==> src/rtl/multicycle_control_unit_pkg.sv <==
// Shared encodings for the multicycle RV32I control path: opcodes, FSM states,
// ALU operation codes and datapath mux selects.
package riscv_ctrl_pkg;

  // Opcodes recognised by the control unit and the immediate generator
  localparam logic [6:0] OP_R      = 7'h33;
  localparam logic [6:0] OP_I      = 7'h13;
  localparam logic [6:0] OP_LOAD   = 7'h03;
  localparam logic [6:0] OP_STORE  = 7'h23;
  localparam logic [6:0] OP_BRANCH = 7'h63;
  localparam logic [6:0] OP_JAL    = 7'h6F;
  localparam logic [6:0] OP_JALR   = 7'h67;
  localparam logic [6:0] OP_LUI    = 7'h37;

  // FSM states; the values are visible on state_o for debug
  typedef enum logic [3:0] {
    S_FETCH   = 4'd0,
    S_DECODE  = 4'd1,
    S_MEM_ADR = 4'd2,
    S_MEM_RD  = 4'd3,
    S_MEM_WB  = 4'd4,
    S_MEM_WR  = 4'd5,
    S_EXEC_R  = 4'd6,
    S_EXEC_I  = 4'd7,
    S_ALU_WB  = 4'd8,
    S_BRANCH  = 4'd9,
    S_JAL     = 4'd10,
    S_JALR    = 4'd11,
    S_LUI     = 4'd12,
    S_TRAP    = 4'd15
  } state_t;

  // ALU operation codes
  localparam logic [3:0] ALU_ADD = 4'd0;
  localparam logic [3:0] ALU_SUB = 4'd1;
  localparam logic [3:0] ALU_AND = 4'd2;
  localparam logic [3:0] ALU_OR  = 4'd3;
  localparam logic [3:0] ALU_XOR = 4'd4;
  localparam logic [3:0] ALU_SLT = 4'd5;
  localparam logic [3:0] ALU_SLL = 4'd6;
  localparam logic [3:0] ALU_SRL = 4'd7;
  localparam logic [3:0] ALU_SRA = 4'd8;
  localparam logic [3:0] ALU_LUI = 4'd9;

  // Operation class requested by the FSM from the ALU decoder
  typedef enum logic [1:0] {
    ALUOP_ADD   = 2'd0,
    ALUOP_SUB   = 2'd1,
    ALUOP_FUNCT = 2'd2,
    ALUOP_LUI   = 2'd3
  } alu_op_t;

  // Datapath mux selects
  localparam logic       ADR_PC        = 1'b0;
  localparam logic       ADR_ALUOUT    = 1'b1;
  localparam logic [1:0] SRCA_PC       = 2'b00;
  localparam logic [1:0] SRCA_OLDPC    = 2'b01;
  localparam logic [1:0] SRCA_REGA     = 2'b10;
  localparam logic [1:0] SRCB_REGB     = 2'b00;
  localparam logic [1:0] SRCB_IMM      = 2'b01;
  localparam logic [1:0] SRCB_FOUR     = 2'b10;
  localparam logic [1:0] RES_ALUOUT    = 2'b00;
  localparam logic [1:0] RES_MEMDATA   = 2'b01;
  localparam logic [1:0] RES_ALURESULT = 2'b10;

endpackage

==> src/rtl/multicycle_control_unit_alu_decoder.sv <==
// Maps the FSM's ALU operation class plus funct fields to an ALU operation code.
module alu_decoder
  import riscv_ctrl_pkg::*;
(
  input  alu_op_t    i_alu_op,
  input  logic [2:0] i_funct3,
  input  logic       i_funct7b5,
  input  logic       i_is_rtype,
  output logic [3:0] o_alu_control
);

  // funct7b5 selects SUB only for R-type; it selects SRA for both R and I shifts
  always_comb begin
    o_alu_control = ALU_ADD;
    case (i_alu_op)
      ALUOP_ADD: o_alu_control = ALU_ADD;
      ALUOP_SUB: o_alu_control = ALU_SUB;
      ALUOP_LUI: o_alu_control = ALU_LUI;
      ALUOP_FUNCT: begin
        case (i_funct3)
          3'b000:  o_alu_control = (i_is_rtype && i_funct7b5) ? ALU_SUB : ALU_ADD;
          3'b111:  o_alu_control = ALU_AND;
          3'b110:  o_alu_control = ALU_OR;
          3'b100:  o_alu_control = ALU_XOR;
          3'b010:  o_alu_control = ALU_SLT;
          3'b001:  o_alu_control = ALU_SLL;
          3'b101:  o_alu_control = i_funct7b5 ? ALU_SRA : ALU_SRL;
          default: o_alu_control = ALU_ADD;
        endcase
      end
      default: o_alu_control = ALU_ADD;
    endcase
  end

endmodule

==> src/rtl/multicycle_control_unit.sv <==
// Moore FSM sequencing the shared multicycle RV32I datapath through
// fetch/decode/execute/memory/writeback steps, with memory-ready stalls.
module multicycle_control_unit
  import riscv_ctrl_pkg::*;
(
  input  logic       clk,
  input  logic       reset,
  input  logic [6:0] op_i,
  input  logic [2:0] funct3_i,
  input  logic       funct7b5_i,
  input  logic       zero_i,
  input  logic       mem_ready_i,
  output logic       ir_write_o,
  output logic       pc_write_o,
  output logic       adr_src_o,
  output logic       mem_read_o,
  output logic       mem_write_o,
  output logic       reg_write_o,
  output logic [1:0] alu_src_a_o,
  output logic [1:0] alu_src_b_o,
  output logic [3:0] alu_control_o,
  output logic [1:0] result_src_o,
  output logic       illegal_o,
  output logic [3:0] state_o
);

  state_t     r_state;
  state_t     w_next;
  alu_op_t    w_alu_op;
  logic [3:0] w_alu_ctrl;
  logic       w_ir_write;
  logic       w_pc_write;
  logic       w_adr_src;
  logic       w_mem_read;
  logic       w_mem_write;
  logic       w_reg_write;
  logic [1:0] w_src_a;
  logic [1:0] w_src_b;
  logic [1:0] w_result_src;
  logic       w_illegal;

  // State register; reset returns to FETCH from anywhere, abandoning any access
  always_ff @(posedge clk) begin
    if (reset) r_state <= S_FETCH;
    else       r_state <= w_next;
  end

  // Next-state and per-state datapath controls
  always_comb begin
    w_next       = r_state;
    w_alu_op     = ALUOP_ADD;
    w_ir_write   = 1'b0;
    w_pc_write   = 1'b0;
    w_adr_src    = ADR_PC;
    w_mem_read   = 1'b0;
    w_mem_write  = 1'b0;
    w_reg_write  = 1'b0;
    w_src_a      = SRCA_PC;
    w_src_b      = SRCB_REGB;
    w_result_src = RES_ALUOUT;
    w_illegal    = 1'b0;
    case (r_state)
      S_FETCH: begin
        w_mem_read   = 1'b1;
        w_src_b      = SRCB_FOUR;
        w_result_src = RES_ALURESULT;
        w_ir_write   = mem_ready_i;
        w_pc_write   = mem_ready_i;
        if (mem_ready_i) w_next = S_DECODE;
      end
      S_DECODE: begin
        w_src_a = SRCA_OLDPC;
        w_src_b = SRCB_IMM;
        case (op_i)
          OP_LOAD, OP_STORE: w_next = (funct3_i == 3'b010) ? S_MEM_ADR : S_TRAP;
          OP_R:              w_next = S_EXEC_R;
          OP_I:              w_next = S_EXEC_I;
          OP_BRANCH:         w_next = (funct3_i[2:1] == 2'b00) ? S_BRANCH : S_TRAP;
          OP_JAL:            w_next = S_JAL;
          OP_JALR:           w_next = S_JALR;
          OP_LUI:            w_next = S_LUI;
          default:           w_next = S_TRAP;
        endcase
      end
      S_MEM_ADR: begin
        w_src_a = SRCA_REGA;
        w_src_b = SRCB_IMM;
        w_next  = (op_i == OP_LOAD) ? S_MEM_RD : S_MEM_WR;
      end
      S_MEM_RD: begin
        w_adr_src  = ADR_ALUOUT;
        w_mem_read = 1'b1;
        if (mem_ready_i) w_next = S_MEM_WB;
      end
      S_MEM_WB: begin
        w_result_src = RES_MEMDATA;
        w_reg_write  = 1'b1;
        w_next       = S_FETCH;
      end
      S_MEM_WR: begin
        w_adr_src   = ADR_ALUOUT;
        w_mem_write = 1'b1;
        if (mem_ready_i) w_next = S_FETCH;
      end
      S_EXEC_R: begin
        w_src_a  = SRCA_REGA;
        w_src_b  = SRCB_REGB;
        w_alu_op = ALUOP_FUNCT;
        w_next   = S_ALU_WB;
      end
      S_EXEC_I: begin
        w_src_a  = SRCA_REGA;
        w_src_b  = SRCB_IMM;
        w_alu_op = ALUOP_FUNCT;
        w_next   = S_ALU_WB;
      end
      S_ALU_WB: begin
        w_reg_write = 1'b1;
        w_next      = S_FETCH;
      end
      S_BRANCH: begin
        w_src_a    = SRCA_REGA;
        w_src_b    = SRCB_REGB;
        w_alu_op   = ALUOP_SUB;
        w_pc_write = funct3_i[0] ? ~zero_i : zero_i;
        w_next     = S_FETCH;
      end
      S_JALR: begin
        w_src_a = SRCA_REGA;
        w_src_b = SRCB_IMM;
        w_next  = S_JAL;
      end
      S_JAL: begin
        w_pc_write = 1'b1;
        w_src_a    = SRCA_OLDPC;
        w_src_b    = SRCB_FOUR;
        w_next     = S_ALU_WB;
      end
      S_LUI: begin
        w_src_b  = SRCB_IMM;
        w_alu_op = ALUOP_LUI;
        w_next   = S_ALU_WB;
      end
      S_TRAP: begin
        w_illegal = 1'b1;
        w_next    = S_TRAP;
      end
      default: w_next = S_TRAP;
    endcase
  end

  alu_decoder u_alu_decoder (
    .i_alu_op      (w_alu_op),
    .i_funct3      (funct3_i),
    .i_funct7b5    (funct7b5_i),
    .i_is_rtype    (r_state == S_EXEC_R),
    .o_alu_control (w_alu_ctrl)
  );

  // Output stage: reset forces every control quiet so no write fires during reset
  always_comb begin
    ir_write_o    = 1'b0;
    pc_write_o    = 1'b0;
    adr_src_o     = 1'b0;
    mem_read_o    = 1'b0;
    mem_write_o   = 1'b0;
    reg_write_o   = 1'b0;
    alu_src_a_o   = '0;
    alu_src_b_o   = '0;
    alu_control_o = '0;
    result_src_o  = '0;
    illegal_o     = 1'b0;
    state_o       = '0;
    if (!reset) begin
      ir_write_o    = w_ir_write;
      pc_write_o    = w_pc_write;
      adr_src_o     = w_adr_src;
      mem_read_o    = w_mem_read;
      mem_write_o   = w_mem_write;
      reg_write_o   = w_reg_write;
      alu_src_a_o   = w_src_a;
      alu_src_b_o   = w_src_b;
      alu_control_o = w_alu_ctrl;
      result_src_o  = w_result_src;
      illegal_o     = w_illegal;
      state_o       = r_state;
    end
  end

endmodule

==> config.mk <==
export PLATFORM = sky130hd
export DESIGN_NAME = multicycle_control_unit
export DESIGN_NICKNAME = d
export VERILOG_FILES = /design/src/rtl/multicycle_control_unit_pkg.sv /design/src/rtl/multicycle_control_unit_alu_decoder.sv /design/src/rtl/multicycle_control_unit.sv
export SDC_FILE = /design/constraint.sdc
export NUM_CORES = 1
export LEC_CHECK = 0
export CORE_MARGIN = 5
export CORE_UTILIZATION = 25
export DETAILED_ROUTE_END_ITERATION = 10
export GPL_TIMING_DRIVEN = 0
export SLEW_MARGIN = 10
export SYNTH_ARGS = -nofsm -noshare
export SYNTH_HDL_FRONTEND = slang
export SYNTH_SLANG_ARGS = --single-unit
==> constraint.sdc <==
create_clock -name clk -period 1.5 [get_ports clk]
set_input_delay 0.375 -clock clk [delete_from_list [all_inputs] [get_ports clk]]
set_output_delay 0.375 -clock clk [all_outputs]
set_load 0.02 [all_outputs]
==> qor.txt <==
placed inst area -> 1460 µm²
CTS tree -> yes
# rows -> 21
number of synthesis warnings -> 0
final wirelength -> 4.56 mm
RSZ-0062 raised after global routing -> yes
Routed Antenna Nets -> 0
Syn-to-layout area delta -> 143%
Final setup viols -> 21
WL/cell -> 17.3 µm
RR Startpoint -> r_state[0]
ranking of synthesized cells by area -> nor2_1 9.8%, nor3_1 9.6%, dfxtp_1 9.1%, a21oi_1 5.1%, buf_6 5.1%
antenna diode count -> 0
register bit total from synthesis -> 4
via count -> 1416
maximum root-to-sink buffer count -> 2
number of flops mapped to enable cells by yosys -> 0
worst hold start -> reset
syn nets -> 155
DRC -> 0
CTS clk-pin slew, worst paths -> 0.04 ns
Crit path required time -> 1.12 ns
minimum clock period -> 1.90 ns
number of flip-flops in the largest register -> 4
Tcrit/Tclk final -> 1.27
critical path arrival -> 1.52 ns
Max Freq -> 0.527 GHz
worst-margin pin slew -> 0.324 ns
CP max FO -> 6
DIE AREA -> 4830 µm²
total core area -> 3390 µm²
Seq/Total Area, Yosys -> 0.0905
Largest Register -> r_state
Setup Slack @ Placement -> -1.14 ns
dominant cell type by area after synthesis -> nor2_1
pwr/cell area -> 1820 nW/µm²
Yosys top cell area share -> 0.0976
unique cell type count in the Yosys netlist -> 43
first-pass GRT wire length -> 6.46 mm
layout cells sized above 1 -> 0.661
Async SR Flop Fraction -> 0
Final HPWL DP -> 2.46 mm
initial DRC count -> 78
nets -> 234
crit path kind -> reg2out
Routability Congestion -> 0.877
Ports -> 36
worst path setup slack after routing -> -0.399 ns
initial antenna violation count -> 0
Root Buffer -> clkbuf_4
Tot GR Track Use -> 0.160
die height -> 69.5 µm
hold buffers post-CTS -> 0
Worst Setup End Kind -> output port
Synth Instances -> 140
CP startpoint -> r_state[0]
Final Power -> 3.93 mW
vias in the first global route -> 1339
Via density -> 5.36
clock latency on the worst-skew pair -> 0.25 ns
Pins Over Slew Limit -> 0
clock sink total -> 4
Slew HR -> 0.782
placed cell count -> 218
Initial Utilization -> 0.261
Avg Cell Area, Syn -> 6.32 µm²
failing checks -> negative setup slack
Cell Count, Final, Fillers Out -> 264
status -> finished with violations
gr ovfl total -> 0
Hold WC Path Type -> in2reg
clk_skew -> 0.00352 ns
Port Buffers -> 32
MaxCap Viol Count -> 0
fin util -> 0.635
drt first pass iters -> 4
CP Launch Type -> flip-flop
CTS buffer count -> 3
chip width -> 69.5 µm
final hold violations -> 0
leakage power -> 0.915 nW
Final Cell Area -> 2150 µm²
H-Tree Depth -> 1
Top Registers -> r_state (4)
worst IR drop on VDD -> 0.000661 V
Mapped Area -> 885 µm²
largest net degree at the start of global routing -> 11
Post-synth top flop -> dfxtp_1
[power breakdown]
group / leakage, nW / internal [mW] / switching [mW]
logic: 0.865 / 1.88 / 1.64
registers: 0.0353 / 0.177 / 0.0698
clock network: 0.0150 / 0.101 / 0.0589
total: 0.915 / 2.16 / 1.77
[worst max-delay path, stage by stage, from the launching register on]
cell     delay [ns]
dfxtp_4        0.35
buf_8          0.14
buf_8          0.13
or3_4          0.37
nor3_4         0.14
buf_6          0.14
[cell usage in the layout (no fill, tap or decap), drive strengths merged, types with 2 or more instances in the layout]
| cell type | Yosys | routed |
|---|---|---|
| clkbuf | 1 | 7 |
| xnor2 | 3 | 3 |
| nand3b | 2 | 2 |
| nor2 | 23 | 23 |
| o21ai | 4 | 4 |
| nor3b | 3 | 3 |
| dlygate4sd2 | 0 | 5 |
| dfxtp | 4 | 4 |
| o21bai | 2 | 2 |
| a21oi | 9 | 9 |
| nand3 | 3 | 3 |
| and3 | 4 | 4 |
| nand2 | 7 | 7 |
| o22ai | 3 | 3 |
| nor4 | 4 | 4 |
| mux2i | 2 | 2 |
| a211oi | 3 | 3 |
| and2 | 2 | 2 |
| buf | 12 | 75 |
| nand2b | 5 | 5 |
| xor2 | 2 | 2 |
| nor2b | 2 | 2 |
| inv | 5 | 4 |
| nor3 | 18 | 18 |
| a31oi | 2 | 2 |
[final timing paths]
kind | cells after the start | slack, ns | endpoint
worst min-delay path | 2 | 0.44 | r_state[3]
worst min register to register | 4 | 0.79 | r_state[3]
worst max register to register | 9 | -0.04 | r_state[2]
worst max-delay path | 5 | -0.40 | alu_src_b_o[1]
[cells by family after synthesis]
family          synth area share
buf+inv                    0.127
simple gates               0.470
mux                       0.0226
compound gates             0.240
xor+xnor                  0.0495
flops                     0.0905
[timing repair]
| item | in CTS | in global routing |
|---|---|---|
| cloned | 2 | 1 |
| gates resized for setup | 174 | 39 |
| buffers inserted | 23 | 16 |
| pin swaps | 22 | 20 |
| endpoints found under the setup margin | 25 | 24 |
[stage by stage]
stage               hold slack (ns)  setup TNS [ns]
finish                        0.437           -5.07
global route                  0.444           -6.09
CTS                           0.428           -4.51
detailed placement            0.664          -14.50
global placement              0.660          -14.34
floorplan                     0.606          -0.607
[synthesized netlist by cell type (all sizes together), types with 2 or more instances]
cell type,count
nor2,23
nor3,18
buf,12
a21oi,9
nand2,7
inv,5
nand2b,5
and3,4
dfxtp,4
nor4,4
o21ai,4
a211oi,3
nand3,3
nor3b,3
o22ai,3
xnor2,3
a31oi,2
and2,2
mux2i,2
nand3b,2
nor2b,2
o21bai,2
xor2,2
[routing by layer]
layer | up-vias | global-route usage | share of wire | routed length, µm
li1 | 666 | - | - | -
met1 | 681 | 0.188 | 0.39 | 1800
met2 | 60 | 0.300 | 0.54 | 2450
met3 | 9 | 0.0159 | 0.050 | 229
met4 | 0 | 0.0499 | 0.017 | 78
met5 | - | 0 | 0 | 0
[layout make-up]
class | count | area (µm²)
clock buffers | 4 | 26.3
inverters | 5 | 27.5
fillers | 265 | 1240
repair buffers | 74 | 694
plain buffers | 13 | 201
multi-input cells | 118 | 1050
well taps | 46 | 57.6
flip-flops and latches | 4 | 92.6
No activity file was read; power rests on OpenSTA's default activity.
